### src/rtl/mem_read_ctrl_pkg.sv
// Shared definitions for the read-side memory sequencer: state encoding,
// default widths and the latency counter sizing.
package mem_read_ctrl_pkg;

    localparam int unsigned DEF_DATA_WIDTH  = 8;
    localparam int unsigned DEF_ADDR_WIDTH  = 16;
    localparam int unsigned MAX_MEM_LATENCY = 7;
    localparam int unsigned CNT_WIDTH       = 3;

    typedef enum logic [1:0] {
        IDLE  = 2'd0,
        ISSUE = 2'd1,
        WAIT  = 2'd2,
        DONE  = 2'd3
    } rd_state_t;

endpackage

### src/rtl/mem_read_ctrl_if.sv
// Request/response and RAM-side signals of the read sequencer.
// slave = the sequencer, master = control unit plus RAM.
interface mem_read_ctrl_if
    import mem_read_ctrl_pkg::*;
#(
    parameter int unsigned DATA_WIDTH = DEF_DATA_WIDTH,
    parameter int unsigned ADDR_WIDTH = DEF_ADDR_WIDTH
);
    logic                  rd_req;
    logic                  rd_inc;
    logic [ADDR_WIDTH-1:0] rd_addr;
    logic                  rd_busy;
    logic                  rd_valid;
    logic [DATA_WIDTH-1:0] rd_data;
    logic [ADDR_WIDTH-1:0] rd_ptr;
    logic                  rd_overrun;
    logic                  mem_en;
    logic [ADDR_WIDTH-1:0] mem_addr;
    logic [DATA_WIDTH-1:0] mem_q;

    modport slave (
        input  rd_req, rd_inc, rd_addr, mem_q,
        output rd_busy, rd_valid, rd_data, rd_ptr, rd_overrun, mem_en, mem_addr
    );

    modport master (
        output rd_req, rd_inc, rd_addr, mem_q,
        input  rd_busy, rd_valid, rd_data, rd_ptr, rd_overrun, mem_en, mem_addr
    );
endinterface

### src/rtl/mem_read_ctrl_lat_counter.sv
// Loadable up-counter timing the RAM latency; tc flags cnt == MEM_LATENCY.
module rd_lat_counter
    import mem_read_ctrl_pkg::*;
#(
    parameter int unsigned MEM_LATENCY = 1
) (
    input  logic clock,
    input  logic reset,
    input  logic load,
    input  logic inc,
    output logic tc
);
    logic [CNT_WIDTH-1:0] cnt;

    always_ff @(posedge clock or posedge reset) begin
        if (reset) begin
            cnt <= '0;
        end else if (load) begin
            cnt <= CNT_WIDTH'(1);
        end else if (inc) begin
            cnt <= cnt + CNT_WIDTH'(1);
        end
    end

    assign tc = (cnt == CNT_WIDTH'(MEM_LATENCY));
endmodule

### src/rtl/mem_read_ctrl.sv
// Read sequencer: accepts a one-cycle request, issues one RAM read, waits out
// the RAM latency and presents the word with a one-cycle valid strobe.
module mem_read_ctrl
    import mem_read_ctrl_pkg::*;
#(
    parameter int unsigned DATA_WIDTH  = DEF_DATA_WIDTH,
    parameter int unsigned ADDR_WIDTH  = DEF_ADDR_WIDTH,
    parameter int unsigned MEM_LATENCY = 1
) (
    input logic            clock,
    input logic            reset,
    mem_read_ctrl_if.slave bus
);
    rd_state_t             state, state_nxt;
    logic                  accept;
    logic                  lat_load, lat_inc, lat_tc;
    logic [ADDR_WIDTH-1:0] addr_sel;
    logic [ADDR_WIDTH-1:0] rd_ptr_q, mem_addr_q;
    logic [DATA_WIDTH-1:0] rd_data_q;
    logic                  rd_overrun_q;
    logic                  mem_en_o, rd_busy_o, rd_valid_o;

    rd_lat_counter #(.MEM_LATENCY(MEM_LATENCY)) u_lat (
        .clock (clock),
        .reset (reset),
        .load  (lat_load),
        .inc   (lat_inc),
        .tc    (lat_tc)
    );

    assign accept   = bus.rd_req && (state == IDLE || state == DONE);
    assign addr_sel = bus.rd_inc ? rd_ptr_q : bus.rd_addr;

    always_ff @(posedge clock or posedge reset) begin
        if (reset) begin
            state <= IDLE;
        end else begin
            state <= state_nxt;
        end
    end

    always_comb begin
        state_nxt = state;
        lat_load  = 1'b0;
        lat_inc   = 1'b0;
        unique case (state)
            IDLE, DONE: state_nxt = bus.rd_req ? ISSUE : IDLE;
            ISSUE: begin
                state_nxt = WAIT;
                lat_load  = 1'b1;
            end
            WAIT: begin
                if (lat_tc) begin
                    state_nxt = DONE;
                end else begin
                    lat_inc = 1'b1;
                end
            end
            default: state_nxt = IDLE;
        endcase
    end

    // Strobes decode the state register only, so no input reaches an output.
    always_comb begin
        mem_en_o   = (state == ISSUE);
        rd_busy_o  = (state == ISSUE) || (state == WAIT);
        rd_valid_o = (state == DONE);
    end

    always_ff @(posedge clock or posedge reset) begin
        if (reset) begin
            mem_addr_q   <= '0;
            rd_ptr_q     <= '0;
            rd_data_q    <= '0;
            rd_overrun_q <= 1'b0;
        end else begin
            if (accept) begin
                mem_addr_q   <= addr_sel;
                rd_ptr_q     <= addr_sel + ADDR_WIDTH'(1);
                rd_overrun_q <= 1'b0;
            end else if (bus.rd_req) begin
                rd_overrun_q <= 1'b1;
            end
            if (state == WAIT && lat_tc) begin
                rd_data_q <= bus.mem_q;
            end
        end
    end

    assign bus.mem_en     = mem_en_o;
    assign bus.rd_busy    = rd_busy_o;
    assign bus.rd_valid   = rd_valid_o;
    assign bus.mem_addr   = mem_addr_q;
    assign bus.rd_ptr     = rd_ptr_q;
    assign bus.rd_data    = rd_data_q;
    assign bus.rd_overrun = rd_overrun_q;
endmodule

### src/flat_wrapper.sv
// flat-port wrapper written by rule: the top's interface ports become plain ports
module mem_read_ctrl_flat import mem_read_ctrl_pkg::*;
#(
    parameter int unsigned DATA_WIDTH  = DEF_DATA_WIDTH,
    parameter int unsigned ADDR_WIDTH  = DEF_ADDR_WIDTH,
    parameter int unsigned MEM_LATENCY = 1
)
  (clock, reset, bus_rd_req, bus_rd_inc, bus_rd_addr, bus_mem_q, bus_rd_busy, bus_rd_valid, bus_rd_data, bus_rd_ptr, bus_rd_overrun, bus_mem_en, bus_mem_addr);
  mem_read_ctrl_if #(.DATA_WIDTH(DATA_WIDTH), .ADDR_WIDTH(ADDR_WIDTH)) bus_i ();
  input logic clock;
  input logic reset;
  input wire logic [$bits(bus_i.rd_req)-1:0] bus_rd_req;
  input wire logic [$bits(bus_i.rd_inc)-1:0] bus_rd_inc;
  input wire logic [$bits(bus_i.rd_addr)-1:0] bus_rd_addr;
  input wire logic [$bits(bus_i.mem_q)-1:0] bus_mem_q;
  output wire logic [$bits(bus_i.rd_busy)-1:0] bus_rd_busy;
  output wire logic [$bits(bus_i.rd_valid)-1:0] bus_rd_valid;
  output wire logic [$bits(bus_i.rd_data)-1:0] bus_rd_data;
  output wire logic [$bits(bus_i.rd_ptr)-1:0] bus_rd_ptr;
  output wire logic [$bits(bus_i.rd_overrun)-1:0] bus_rd_overrun;
  output wire logic [$bits(bus_i.mem_en)-1:0] bus_mem_en;
  output wire logic [$bits(bus_i.mem_addr)-1:0] bus_mem_addr;
  assign bus_i.rd_req = bus_rd_req;
  assign bus_i.rd_inc = bus_rd_inc;
  assign bus_i.rd_addr = bus_rd_addr;
  assign bus_i.mem_q = bus_mem_q;
  assign bus_rd_busy = bus_i.rd_busy;
  assign bus_rd_valid = bus_i.rd_valid;
  assign bus_rd_data = bus_i.rd_data;
  assign bus_rd_ptr = bus_i.rd_ptr;
  assign bus_rd_overrun = bus_i.rd_overrun;
  assign bus_mem_en = bus_i.mem_en;
  assign bus_mem_addr = bus_i.mem_addr;
  mem_read_ctrl #(.DATA_WIDTH(DATA_WIDTH), .ADDR_WIDTH(ADDR_WIDTH), .MEM_LATENCY(MEM_LATENCY)) u_core (.clock(clock), .reset(reset), .bus(bus_i));
endmodule
### config.mk
export PLATFORM = sky130hd
export DESIGN_NAME = mem_read_ctrl_flat
export DESIGN_NICKNAME = d
export VERILOG_FILES = /design/src/rtl/mem_read_ctrl_pkg.sv /design/src/rtl/mem_read_ctrl_if.sv /design/src/rtl/mem_read_ctrl_lat_counter.sv /design/src/rtl/mem_read_ctrl.sv /design/src/flat_wrapper.sv
export SDC_FILE = /design/constraint.sdc
export NUM_CORES = 1
export LEC_CHECK = 0
export CORE_MARGIN = 1.5
export CORE_UTILIZATION = 52
export DETAILED_ROUTE_END_ITERATION = 10
export GPL_TIMING_DRIVEN = 0
export PLACE_DENSITY = 0.86
export SLEW_MARGIN = 20
export SYNTH_ARGS = -nofsm -noshare
export SYNTH_HDL_FRONTEND = slang
export SYNTH_HIERARCHICAL = 1
export SYNTH_SLANG_ARGS = --single-unit
export TNS_END_PERCENT = 10
### constraint.sdc
create_clock -name clock -period 5.29 [get_ports clock]
set_clock_uncertainty 0.1 [all_clocks]
set_input_delay 0.7935 -clock clock [delete_from_list [all_inputs] [get_ports clock]]
set_output_delay 0.7935 -clock clock [all_outputs]
set_load 0.02 [all_outputs]
==> impl_metrics.yaml <==
outcome:
  outcome: "completed"
synth:
  syn-num-nets: 304
  synth_seq_cells: 46
  synth_area_leaders: "sky130_fd_sc_hd__dfrtp_1 (44%), sky130_fd_sc_hd__mux2i_1 (7.7%), sky130_fd_sc_hd__nand2_1 (5.8%)"
  synth_top_flop_cell: "sky130_fd_sc_hd__dfrtp_1"
  synth_top_area_frac: 0.441
  syn_area_um2: 2610
  synth_top_cell_by_area: "sky130_fd_sc_hd__dfrtp_1"
  synth.lib_cells_used.distinct: 47
  synth_top_cells_by_count: "sky130_fd_sc_hd__dfrtp_1 (46), sky130_fd_sc_hd__nand2_1 (40), sky130_fd_sc_hd__mux2i_1 (20)"
  ys_seq_area_frac: 0.441
  ys_warn_count: 6
  synthesis.instances: 270
  synth-async-reset-ratio: 1.00
  synth-edff-count: 0
  top_count_cell_post_synth: "sky130_fd_sc_hd__dfrtp_1"
  syn_area_per_cell_um2: 9.66
cts:
  cts.clk_slew.worst_paths_ps: 90
  clk-insertion-delay-late_ps: 300
  clock_path_buffers: 2
  post_cts_buffers: 0
  cts-root-buf: "sky130_fd_sc_hd__clkbuf_8"
  cts_h_tree_lvls: 2
  ctsResizeCount: 0
  tritoncts: "built"
  tritoncts_num_sinks: 46
  cts-hold-fix-buffers: 0
  cts-buffers-inserted: 5
final_layout:
  area_delta_synth_final_pct: 36.5
  utilization: 0.744
  stdcell_count: 417
  layout-drive-gt1-share: 0.0886
  finalNetCount: 383
  diodes: 0
setup_path:
  worst_setup_path_class: "in2reg"
  timing.critical_path.required_ps: 5430
  arrival_ps: 4050
  crit_path_start_kind: "primary input"
  critPathCaptureType: "flip-flop"
  critPathMaxFanout: 10
sta:
  setup_tns_ps: 0
  max_freq_mhz: 255
  finalSetupViolCount: 0
  max-slew-margin-rel: 0.353
  period_minus_slack_ps: 3910
  final_min_period_over_clock_period: 0.740
  worst_slew_pin_slew_ps: 971
  finalHoldViolCount: 0
  rsz0062_at_grt: "false"
  slew_violations: 0
detailed_routing:
  first_iter_violations: 191
  vias_per_cell: 5.76
  vias: 2400
  drtAntennaViolNets: 0
  drt_first_pass_iters: 7
  post_detailed_route_drc_marker_count: 0
  wirelength_um: 6720
  drt-wirelength-per-cell_um: 16.1
die:
  placement_rows: 25
  fp.dieW_um: 73.8
  floorplan.die.height_um: 73.8
  core_region_area_um2: 4790
  die_area_um2: 5450
  pin_count: 72
  initial_core_util: 0.545
global_route:
  first_pass_grt_wire_length_um: 11000
  number_of_global_route_vias_before_repair: 2282
  gr_util_met3: 0.0494
  gr-max-usage-layer: "met2"
  grt_util_met2: 0.429
  maximum_number_of_pins_on_one_net_before_global_route_repair: 35
  grt_usage: 0.263
  antenna_found_initial: 0
  grt.met1_usage: 0.363
  grt_remaining_overflow: 0
placed_design:
  dp_hpwl_um: 4890
  placedCellCount: 409
  place_congestion: 0.929
  io_buffer_count: 71
power:
  p_per_area_nw_per_um2: 587
  leakage_power_figure_nw: 1.50
  peakVddDrop_mv: 0.279
worst_hold_path:
  hold_class: "reg2reg"
job:
  max_cap_violations: 0
power by group:
group          switching (W)  leakage (nW)  internal, W
Combinational       0.000592         0.878     0.000523
Sequential          0.000149         0.558     0.000520
Clock               0.000118        0.0683     0.000189
Total               0.000859          1.50      0.00123
kinds of logic (layout without fill, tap and decap cells):
family,count (synthesis),in the layout,share of synthesized area
compound gates,62,62,0.157
mux,33,33,0.133
xor+xnor,9,9,0.0302
flops,46,46,0.441
simple gates,94,94,0.177
buf+inv,20,100,0.0331
fa+ha+maj,6,6,0.0288
critical path, cell delays in order:
cell                              delay [ps]
sky130_fd_sc_hd__clkdlybuf4s50_1         570
sky130_fd_sc_hd__clkbuf_4                260
sky130_fd_sc_hd__buf_4                   210
sky130_fd_sc_hd__buf_2                   270
sky130_fd_sc_hd__mux2_2                  210
sky130_fd_sc_hd__ha_1                    230
sky130_fd_sc_hd__nand2_1                  70
sky130_fd_sc_hd__o22ai_1                 750
sky130_fd_sc_hd__nand2_1                 260
sky130_fd_sc_hd__nor3_1                  250
sky130_fd_sc_hd__o32a_1                  170
state kept, by name (all words and copies together) (netlist names):
| register | count |
|---|---|
| u_core/bus.rd_data | 8 |
| u_core/bus.mem_addr | 16 |
| u_core/bus.rd_ptr | 16 |
| u_core/u_lat/cnt | 3 |
| u_core/bus.rd_overrun | 1 |
| u_core/state | 2 |
cell type report:
cell class	count	area [µm²]
Clock inverter	3	68.8
Buffer	12	56.3
Multi-Input combinational cell	204	1370
Tap cell	67	83.8
Sequential cell	46	1150
Inverter	8	30.0
Fill cell	369	1220
Timing Repair Buffer	72	731
Clock buffer	5	68.8
stage by stage:
stage	hold slack [ps]	area (µm²)	power [W]	worst slack, ps
after detailed placement	370	3420	0.00178	1190
after CTS	394	3560	0.00210	1490
final	389	3560	0.00209	1380
after floorplan	421	2610	0.00130	2340
after global routing	427	3560	0.00223	1220
after global placement	362	3400	0.00174	1230
final timing paths:
check,from,end,slack [ps],cells after the start
setup / recovery,bus_rd_inc,u_core/bus.rd_ptr[10]$_DFFE_PP0P_,1380,11
hold / removal,u_core/bus.mem_addr[2]$_DFFE_PP0P_,u_core/bus.mem_addr[2]$_DFFE_PP0P_,390,2
setup reg to reg,u_core/bus.rd_ptr[0]$_DFFE_PP0P_,u_core/bus.rd_ptr[10]$_DFFE_PP0P_,2810,7
hold reg to reg,u_core/bus.mem_addr[2]$_DFFE_PP0P_,u_core/bus.mem_addr[2]$_DFFE_PP0P_,390,2
max in group asynchronous,reset,u_core/bus.mem_addr[1]$_DFFE_PP0P_,3990,3
min in group asynchronous,reset,u_core/u_lat/cnt[1]$_DFFE_PP0P_,630,2
cell usage in the layout, fill, tap and decap left out, drive strengths merged, types with 8 or more instances in the layout:
cell type	n
inv	8
dfrtp	46
o21ai	18
nand2	40
a21oi	15
nor2	19
mux2i	20
mux2	13
clkbuf	12
clkdlybuf4s50	71
per-layer routing:
| layer | share of wire | vias up |
|---|---|---|
| li1 | - | 1128 |
| met1 | 0.44 | 1134 |
| met2 | 0.47 | 131 |
| met3 | 0.085 | 7 |
| met4 | 0.0066 | 0 |
| met5 | 0 | - |
Power figures use the tool's default switching activity.
